==> src/rtl/xosera_host_bus_master.sv <==
// Host initiator for the Xosera 8-bit register bus: one 16-bit register access becomes two byte cycles
// (even byte [15:8] first). Every output is registered; the odd-byte write triggers the register side effect.
module xosera_host_bus_master #(
  parameter int CS_CYCLES  = 3,
  parameter int GAP_CYCLES = 1
) (
  input  logic        clk,
  input  logic        reset,
  input  logic        req_valid_i,
  output logic        req_ready_o,
  input  logic        req_rnw_i,
  input  logic [3:0]  req_reg_i,
  input  logic [15:0] req_data_i,
  output logic        rsp_valid_o,
  output logic [15:0] rsp_data_o,
  output logic        bus_cs_n_o,
  output logic        bus_rd_nwr_o,
  output logic [3:0]  bus_reg_num_o,
  output logic        bus_bytesel_o,
  output logic [7:0]  bus_data_o,
  output logic        bus_data_oe_o,
  input  logic [7:0]  bus_data_i
);

  localparam int MAX_CYC = (CS_CYCLES > GAP_CYCLES) ? CS_CYCLES : GAP_CYCLES;
  localparam int CNT_W   = $clog2(MAX_CYC + 1);
  localparam logic [CNT_W-1:0] CS_LOAD  = CNT_W'(CS_CYCLES);
  localparam logic [CNT_W-1:0] GAP_LOAD = CNT_W'(GAP_CYCLES);
  localparam logic [CNT_W-1:0] CNT_ONE  = CNT_W'(1);

  generate
    if (CS_CYCLES < 1) begin : g_bad_cs
      $error("CS_CYCLES must be >= 1");
    end
    if (GAP_CYCLES < 1) begin : g_bad_gap
      $error("GAP_CYCLES must be >= 1");
    end
  endgenerate

  typedef enum logic [2:0] {IDLE, SETUP, STROBE, HOLD, DONE} state_t;

  state_t           state, state_nx;
  logic [CNT_W-1:0] cnt, cnt_nx;
  logic             byte1, byte1_nx;
  logic [7:0]       wr_lo, wr_lo_nx;
  logic [7:0]       rd_hi, rd_hi_nx;
  logic [7:0]       rd_lo, rd_lo_nx;

  logic             ready_nx, rsp_valid_nx, cs_n_nx, rd_nwr_nx, bytesel_nx, oe_nx;
  logic [15:0]      rsp_data_nx;
  logic [3:0]       reg_num_nx;
  logic [7:0]       data_nx;

  always_comb begin
    state_nx     = state;
    cnt_nx       = cnt;
    byte1_nx     = byte1;
    wr_lo_nx     = wr_lo;
    rd_hi_nx     = rd_hi;
    rd_lo_nx     = rd_lo;
    ready_nx     = 1'b0;
    rsp_valid_nx = 1'b0;
    rsp_data_nx  = rsp_data_o;
    cs_n_nx      = 1'b1;
    rd_nwr_nx    = bus_rd_nwr_o;
    reg_num_nx   = bus_reg_num_o;
    bytesel_nx   = bus_bytesel_o;
    data_nx      = bus_data_o;
    oe_nx        = bus_data_oe_o;

    case (state)
      IDLE: begin
        ready_nx = 1'b1;
        if (req_valid_i && req_ready_o) begin
          // Address, direction and even byte go out now; only the odd write byte is kept aside.
          state_nx   = SETUP;
          byte1_nx   = 1'b0;
          wr_lo_nx   = req_data_i[7:0];
          ready_nx   = 1'b0;
          rd_nwr_nx  = req_rnw_i;
          reg_num_nx = req_reg_i;
          bytesel_nx = 1'b0;
          data_nx    = req_rnw_i ? 8'h00 : req_data_i[15:8];
          oe_nx      = ~req_rnw_i;
        end
      end
      SETUP: begin
        state_nx = STROBE;
        cnt_nx   = CS_LOAD;
        cs_n_nx  = 1'b0;
      end
      STROBE: begin
        if (cnt == CNT_ONE) begin
          state_nx = HOLD;
          cnt_nx   = GAP_LOAD;
          if (byte1) rd_lo_nx = bus_data_i;
          else       rd_hi_nx = bus_data_i;
        end else begin
          cnt_nx  = cnt - CNT_ONE;
          cs_n_nx = 1'b0;
        end
      end
      HOLD: begin
        if (cnt != CNT_ONE) begin
          cnt_nx = cnt - CNT_ONE;
        end else if (!byte1) begin
          // Straight into the odd byte; oe is left asserted so the pins are never released mid-word.
          state_nx   = SETUP;
          byte1_nx   = 1'b1;
          bytesel_nx = 1'b1;
          data_nx    = bus_rd_nwr_o ? 8'h00 : wr_lo;
        end else begin
          state_nx     = DONE;
          rsp_valid_nx = 1'b1;
          if (bus_rd_nwr_o) rsp_data_nx = {rd_hi, rd_lo};
          rd_nwr_nx    = 1'b1;
          reg_num_nx   = 4'h0;
          bytesel_nx   = 1'b0;
          data_nx      = 8'h00;
          oe_nx        = 1'b0;
        end
      end
      DONE: begin
        state_nx = IDLE;
        ready_nx = 1'b1;
      end
      default: state_nx = IDLE;
    endcase
  end

  always_ff @(posedge clk or posedge reset) begin
    if (reset) begin
      state         <= IDLE;
      cnt           <= '0;
      byte1         <= 1'b0;
      wr_lo         <= 8'h00;
      rd_hi         <= 8'h00;
      rd_lo         <= 8'h00;
      req_ready_o   <= 1'b1;
      rsp_valid_o   <= 1'b0;
      rsp_data_o    <= 16'h0000;
      bus_cs_n_o    <= 1'b1;
      bus_rd_nwr_o  <= 1'b1;
      bus_reg_num_o <= 4'h0;
      bus_bytesel_o <= 1'b0;
      bus_data_o    <= 8'h00;
      bus_data_oe_o <= 1'b0;
    end else begin
      state         <= state_nx;
      cnt           <= cnt_nx;
      byte1         <= byte1_nx;
      wr_lo         <= wr_lo_nx;
      rd_hi         <= rd_hi_nx;
      rd_lo         <= rd_lo_nx;
      req_ready_o   <= ready_nx;
      rsp_valid_o   <= rsp_valid_nx;
      rsp_data_o    <= rsp_data_nx;
      bus_cs_n_o    <= cs_n_nx;
      bus_rd_nwr_o  <= rd_nwr_nx;
      bus_reg_num_o <= reg_num_nx;
      bus_bytesel_o <= bytesel_nx;
      bus_data_o    <= data_nx;
      bus_data_oe_o <= oe_nx;
    end
  end

endmodule
==> config.mk <==
export PLATFORM = sky130hd
export DESIGN_NAME = xosera_host_bus_master
export DESIGN_NICKNAME = d
export VERILOG_FILES = /design/src/rtl/xosera_host_bus_master.sv
export SDC_FILE = /design/constraint.sdc
export NUM_CORES = 1
export LEC_CHECK = 0
export CAP_MARGIN = 25
export CORE_MARGIN = 3
export CORE_UTILIZATION = 53
export DETAILED_ROUTE_END_ITERATION = 8
export PLACE_DENSITY = 0.95
export SLEW_MARGIN = 40
export SYNTH_ARGS = -nofsm -noshare
export SYNTH_HDL_FRONTEND = slang
export SYNTH_SLANG_ARGS = --single-unit
==> constraint.sdc <==
create_clock -name clk -period 3.3 [get_ports clk]
set_input_delay 0.66 -clock clk [delete_from_list [all_inputs] [get_ports clk]]
set_output_delay 0.66 -clock clk [all_outputs]
set_load 0.1 [all_outputs]
# After elaboration in Yosys (flattened, before gate mapping)
# Index checks and enable logic that the tools add are counted.
[totals] regBits=64 input_bits=32 output_inout_bits=34
[classes] n_addsub=1 n_eq_ne=11 muxes=39 bitwise=3 reduce_logical=12
[ops] operator="8-bit two-way mux" count=5
[ops] operator="8-bit case mux with 2 select lines" count=1
[ops] operator="1-bit two-way mux" count=15
[ops] operator="3-bit two-way mux" count=4
[ops] operator="4-bit two-way mux" count=3
[ops] operator="1-bit case mux with 2 select lines" count=6
[ops] operator="3-bit case mux with 4 select lines" count=1
[ops] operator="3-bit AND reduction" count=4
[ops] operator="2-bit != test (second input constant)" count=5
[ops] operator="4-bit case mux with 2 select lines" count=1
[ops] operator="4-bit AND reduction" count=2
[ops] operator="3-bit by 2-bit equality test with 1-bit output (second input constant)" count=2
[ops] operator="2-bit case mux with 3 select lines" count=1
[ops] operator="2-bit two-way mux" count=2
[ops] operator="2-bit AND reduction" count=2
[ops] operator="3-bit by 1-bit equality test with 1-bit output (second input constant)" count=1
[ops] operator="3-bit equality test (second input constant)" count=1
[ops] operator="3-bit zero test" count=1
[ops] operator="1-bit NOT" count=3
[ops] operator="3-bit nonzero test" count=1
[ops] operator="2-bit by 1-bit equality test with 1-bit output (second input constant)" count=1
[ops] operator="2-bit by 1-bit != test with 1-bit output (second input constant)" count=1
[ops] operator="2-bit nonzero test" count=1
[ops] operator="2-bit by 1-bit subtractor with 2-bit output (second input constant)" count=1
[ops] operator="1-bit logical AND" count=1

# Logic depth before layout (Yosys ltp)
[depth] word_depth=4 ltp_mapped=7 ltp_nobuf=5

# Least setup slack after synthesis
# OpenSTA, ideal clock, no wires.
[synth_path] path_type="flip-flop to flip-flop" start="reg bus_rd_nwr_o" end="reg rsp_data_o[0]" setup_time_ps=125 t_arrival_ps=1895 setup_slack_ps=1280 path_stages_with_launch=5 synth_period_minus_slack_ps=2020 path_cell_list="dfstp_2 inv_1 nor3_4 buf_6 mux2_2"
[synth_via] elab_chain_len=1
[synth_lines] item="start: declaration" line="17" source="output logic bus_rd_nwr_o,"
[synth_lines] item="start signal: assignment" line="159" source="bus_rd_nwr_o <= rd_nwr_nx;"
[synth_lines] item="4-bit AND reduction (no line)"
[synth_lines] item="end signal: assignment" line="157" source="rsp_data_o <= rsp_data_nx;"
[synth_lines] item="end: declaration" line="15" source="output logic [15:0] rsp_data_o,"
# Every way passes these cells.
# A chain may end at the register's enable or synchronous reset.

# Final worst setup path
[layout_path] start="reg cnt[1]" end="reg rsp_data_o[7]"
[layout_via] elab_chain_len=3
[layout_lines] item="start: declaration" line="43" source="logic [CNT_W-1:0] cnt, cnt_nx;"
[layout_lines] item="start signal: assignment" line="150" source="cnt <= cnt_nx;"
[layout_lines] item="2-bit by 1-bit != test with 1-bit output" line="104" source="if (cnt != CNT_ONE) begin"
[layout_lines] item="1-bit NOT (no line)"
[layout_lines] item="4-bit AND reduction (no line)"
# Every way passes these cells.

==> metrics.md <==
| Metric | Value |
|---|---|
| Area after DPL | `3380 sq um` |
| CP max stage delay | `0.65 ns` |
| Ys flop type | `dfrtp_1` |
| IO buf count | `65` |
| Largest buffer count on any clock path | `2` |
| DRC | `0` |
| Number of CTS-inserted buffers | `9` |
| EDFF count, synth | `0` |
| Fmax | `441 MHz` |
| Setup WS post-layout | `1.03 ns` |
| Min-delay worst type | `reg2reg` |
| Post-CTS setup buffer count | `0` |
| Hold path depth | `1` |
| H-tree levels | `3` |
| Syn Area/Cell | `13.6 sq um` |
| Detail Route Antenna Nets | `0` |
| Register area | `1610 sq um` |
| Initial DRC Count | `136` |
| Worst path top cell family by delay | `simple AND/OR/NAND/NOR gates` |
| Worst slack, placed | `0.955 ns` |
| Max-slew headroom | `51.2%` |
| Minimum clock period | `2.27 ns` |
| Worst Path Required | `3.52 ns` |
| Critical Path End | `rsp_data_o[7]` |
| CORE AREA | `4880 sq um` |
| CTS resizes | `0` |
| HPWL Detailed | `4100 um` |
| N_diodes | `0` |
| Cts hold-fix bufs | `0` |
| Die W | `78.3 um` |
| Most frequent cells in the layout | `61 x dfrtp_1, 49 x mux2_2, 34 x buf_4, 31 x clkdlybuf4s50_1, 16 x nand2b_1` |
| Row Count | `25` |
| Crit Path Class | `reg2reg` |
| Status | `completed` |
| Clock root cell | `clkbuf_8` |
| Synthesized netlist cell count | `203` |
| Crit Path Max Fanout | `16` |
| Number of synthesized register bits | `64` |
| Setup TNS | `0 ns` |
| Area grow syn2layout | `30.1%` |
| Global route total overflow | `0` |
| Share of cells above drive strength 1 | `40.2%` |
| Finish-stage setup viols | `0` |
| CTS tree | `done` |
| Clock Sink Count | `64` |
| Via count of the first global-routing pass | `1,997` |
| Clk_skew | `0.00817 ns` |
| Post-synthesis async set-or-reset flop share | `100%` |
| Final hold vios | `0` |
| IO Pins | `66` |
| Commonest non-fill, non-tap cell in the layout | `dfrtp_1` |
| Final Max Slew Viols | `0` |
| Multi-input logic area | `1080 sq um` |
| Number of fill cells in the layout | `331` |
| Antenna violations before repair | `0` |
| GRT Resource Usage Total | `22.1%` |
| Synth Net Count | `237` |
| FF-to-FF End | `rsp_data_o[7]` |
| Vias | `1,851` |
| Final cell utilization of the core | `73.9%` |
| Largest net degree at the start of global routing | `36` |
| Netlist cell types | `39` |
| Setup slack, reg-to-reg | `1.03 ns` |
| Critical path buffer and inverter count | `1` |
| Die Ht | `78.3 um` |
| Clk_lat worst skew | `0.34 ns` |
| Critical R2R Launch | `cnt[1]` |
| Final #Nets | `305` |
| Die footprint | `6130 sq um` |
| Wire length of the first global-routing pass | `10,300 um` |
| Crit path capture type | `register` |
| Measured slew at the worst slew-check pin | `0.730 ns` |
| Final WL | `6080 um` |
| CTS clk-pin slew, worst paths | `0.07 ns` |
| Max cap viols | `0` |
| Arr. time, crit path | `2.49 ns` |
| Initial Util | `56.8%` |
| DR WL/cell | `17.7 um` |
| Synth warn | `0` |
| Critical path launch point type | `register` |
| Setup crit start | `cnt[1]` |
| Placer Congestion | `0.745` |
| Worst path slowest cell | `nor3_4` |
| Register area share after synthesis | `57.9%` |
| Final Cell Area | `3600 sq um` |
| Length of the first detailed-routing pass in iterations | `4` |
| CP Cell Sequence | `inv_1 > ha_1 > nand3b_2 > nor3_4 > mux2_2` |
| Depth of the worst register-to-register path | `5` |
| Crit path depth | `5` |
| Mapped cell area | `2770 sq um` |
| Fin crit share | `68.8%` |
| RSZ-0062 raised after global routing | `no` |
| Avg Vias per Cell | `5.40` |
==> cell families (layout without fill, tap and decap cells) <==
kind of cell	after synthesis	count (layout)	share of synthesized area [%]
AO/OA/AOI/OAI	27	27	7.00
multiplexers	51	51	20.6
adder cells (fa/ha/maj)	2	2	0.903
flip-flops	64	64	57.9
AND/OR/NAND/NOR	43	43	10.6
buffers and inverters	16	89	2.94
==> through the flow <==
stage | hold slack (ns) | cells
after floorplan | 0.475 | 203
after global placement | 0.484 | 327
after detailed placement | 0.490 | 327
after CTS | 0.502 | 343
after global routing | 0.524 | 343
final | 0.502 | 343
==> synthesized netlist by cell type (2+ instances only) <==
cell type	instances	share of area [%]
and3b_1	2	0.63
buf_6	2	0.81
dfstp_2	3	2.8
nand2b_1	16	3.6
o22ai_1	8	1.8
mux2i_1	2	0.72
mux2_2	49	20
nand2_1	4	0.54
nor3_1	2	0.36
o21ai_0	3	0.54
dfrtp_1	61	55
a22o_1	4	1.3
buf_2	5	0.90
nor2_1	8	1.1
ha_1	2	0.90
a21oi_1	3	0.54
inv_1	7	0.95
==> routing by layer <==
metal / global-route usage (%) / wire, um / up-vias
met2: 35.8 / 2950 / 67
met4: 6.82 / 74 / 0
met1: 28.5 / 2620 / 912
li1: - / - / 865
met5: 0 / 0 / -
met3: 7.00 / 427 / 7
==> worst min-delay path by stage <==
stage                     slack [ns]     start              to
after detailed placement        0.49  rd_lo[6]        rd_lo[6]
final                           0.50  rd_hi[4]  rsp_data_o[12]
after CTS                       0.50  rd_hi[4]  rsp_data_o[12]
after floorplan                 0.47  rd_hi[0]        rd_hi[0]
after global placement          0.48  rd_hi[0]   rsp_data_o[8]
after global routing            0.52  rd_hi[7]        rd_hi[7]
==> state kept, by name (all words and copies together), names as in the netlist <==
signal         flops
state              3
rsp_data_o        16
bus_data_oe_o      1
bus_bytesel_o      1
bus_data_o         8
byte1              1
rd_lo              8
req_ready_o        1
bus_reg_num_o      4
wr_lo              8
bus_cs_n_o         1
rsp_valid_o        1
cnt                2
bus_rd_nwr_o       1
rd_hi              8
==> layout make-up <==
class                           instances  share of cell area [%]
Clock buffer                           10                    3.82
Clock inverter                          6                    2.29
Inverter                                7                   0.729
Multi-Input combinational cell        123                    30.1
Sequential cell                        64                    44.5
Tap cell                               67                    2.33
Timing Repair Buffer                   66                    16.2
Power is left out: the tool's default activity adds up to more than one toggle a clock period on the data nets, which glitch-free logic cannot reach.
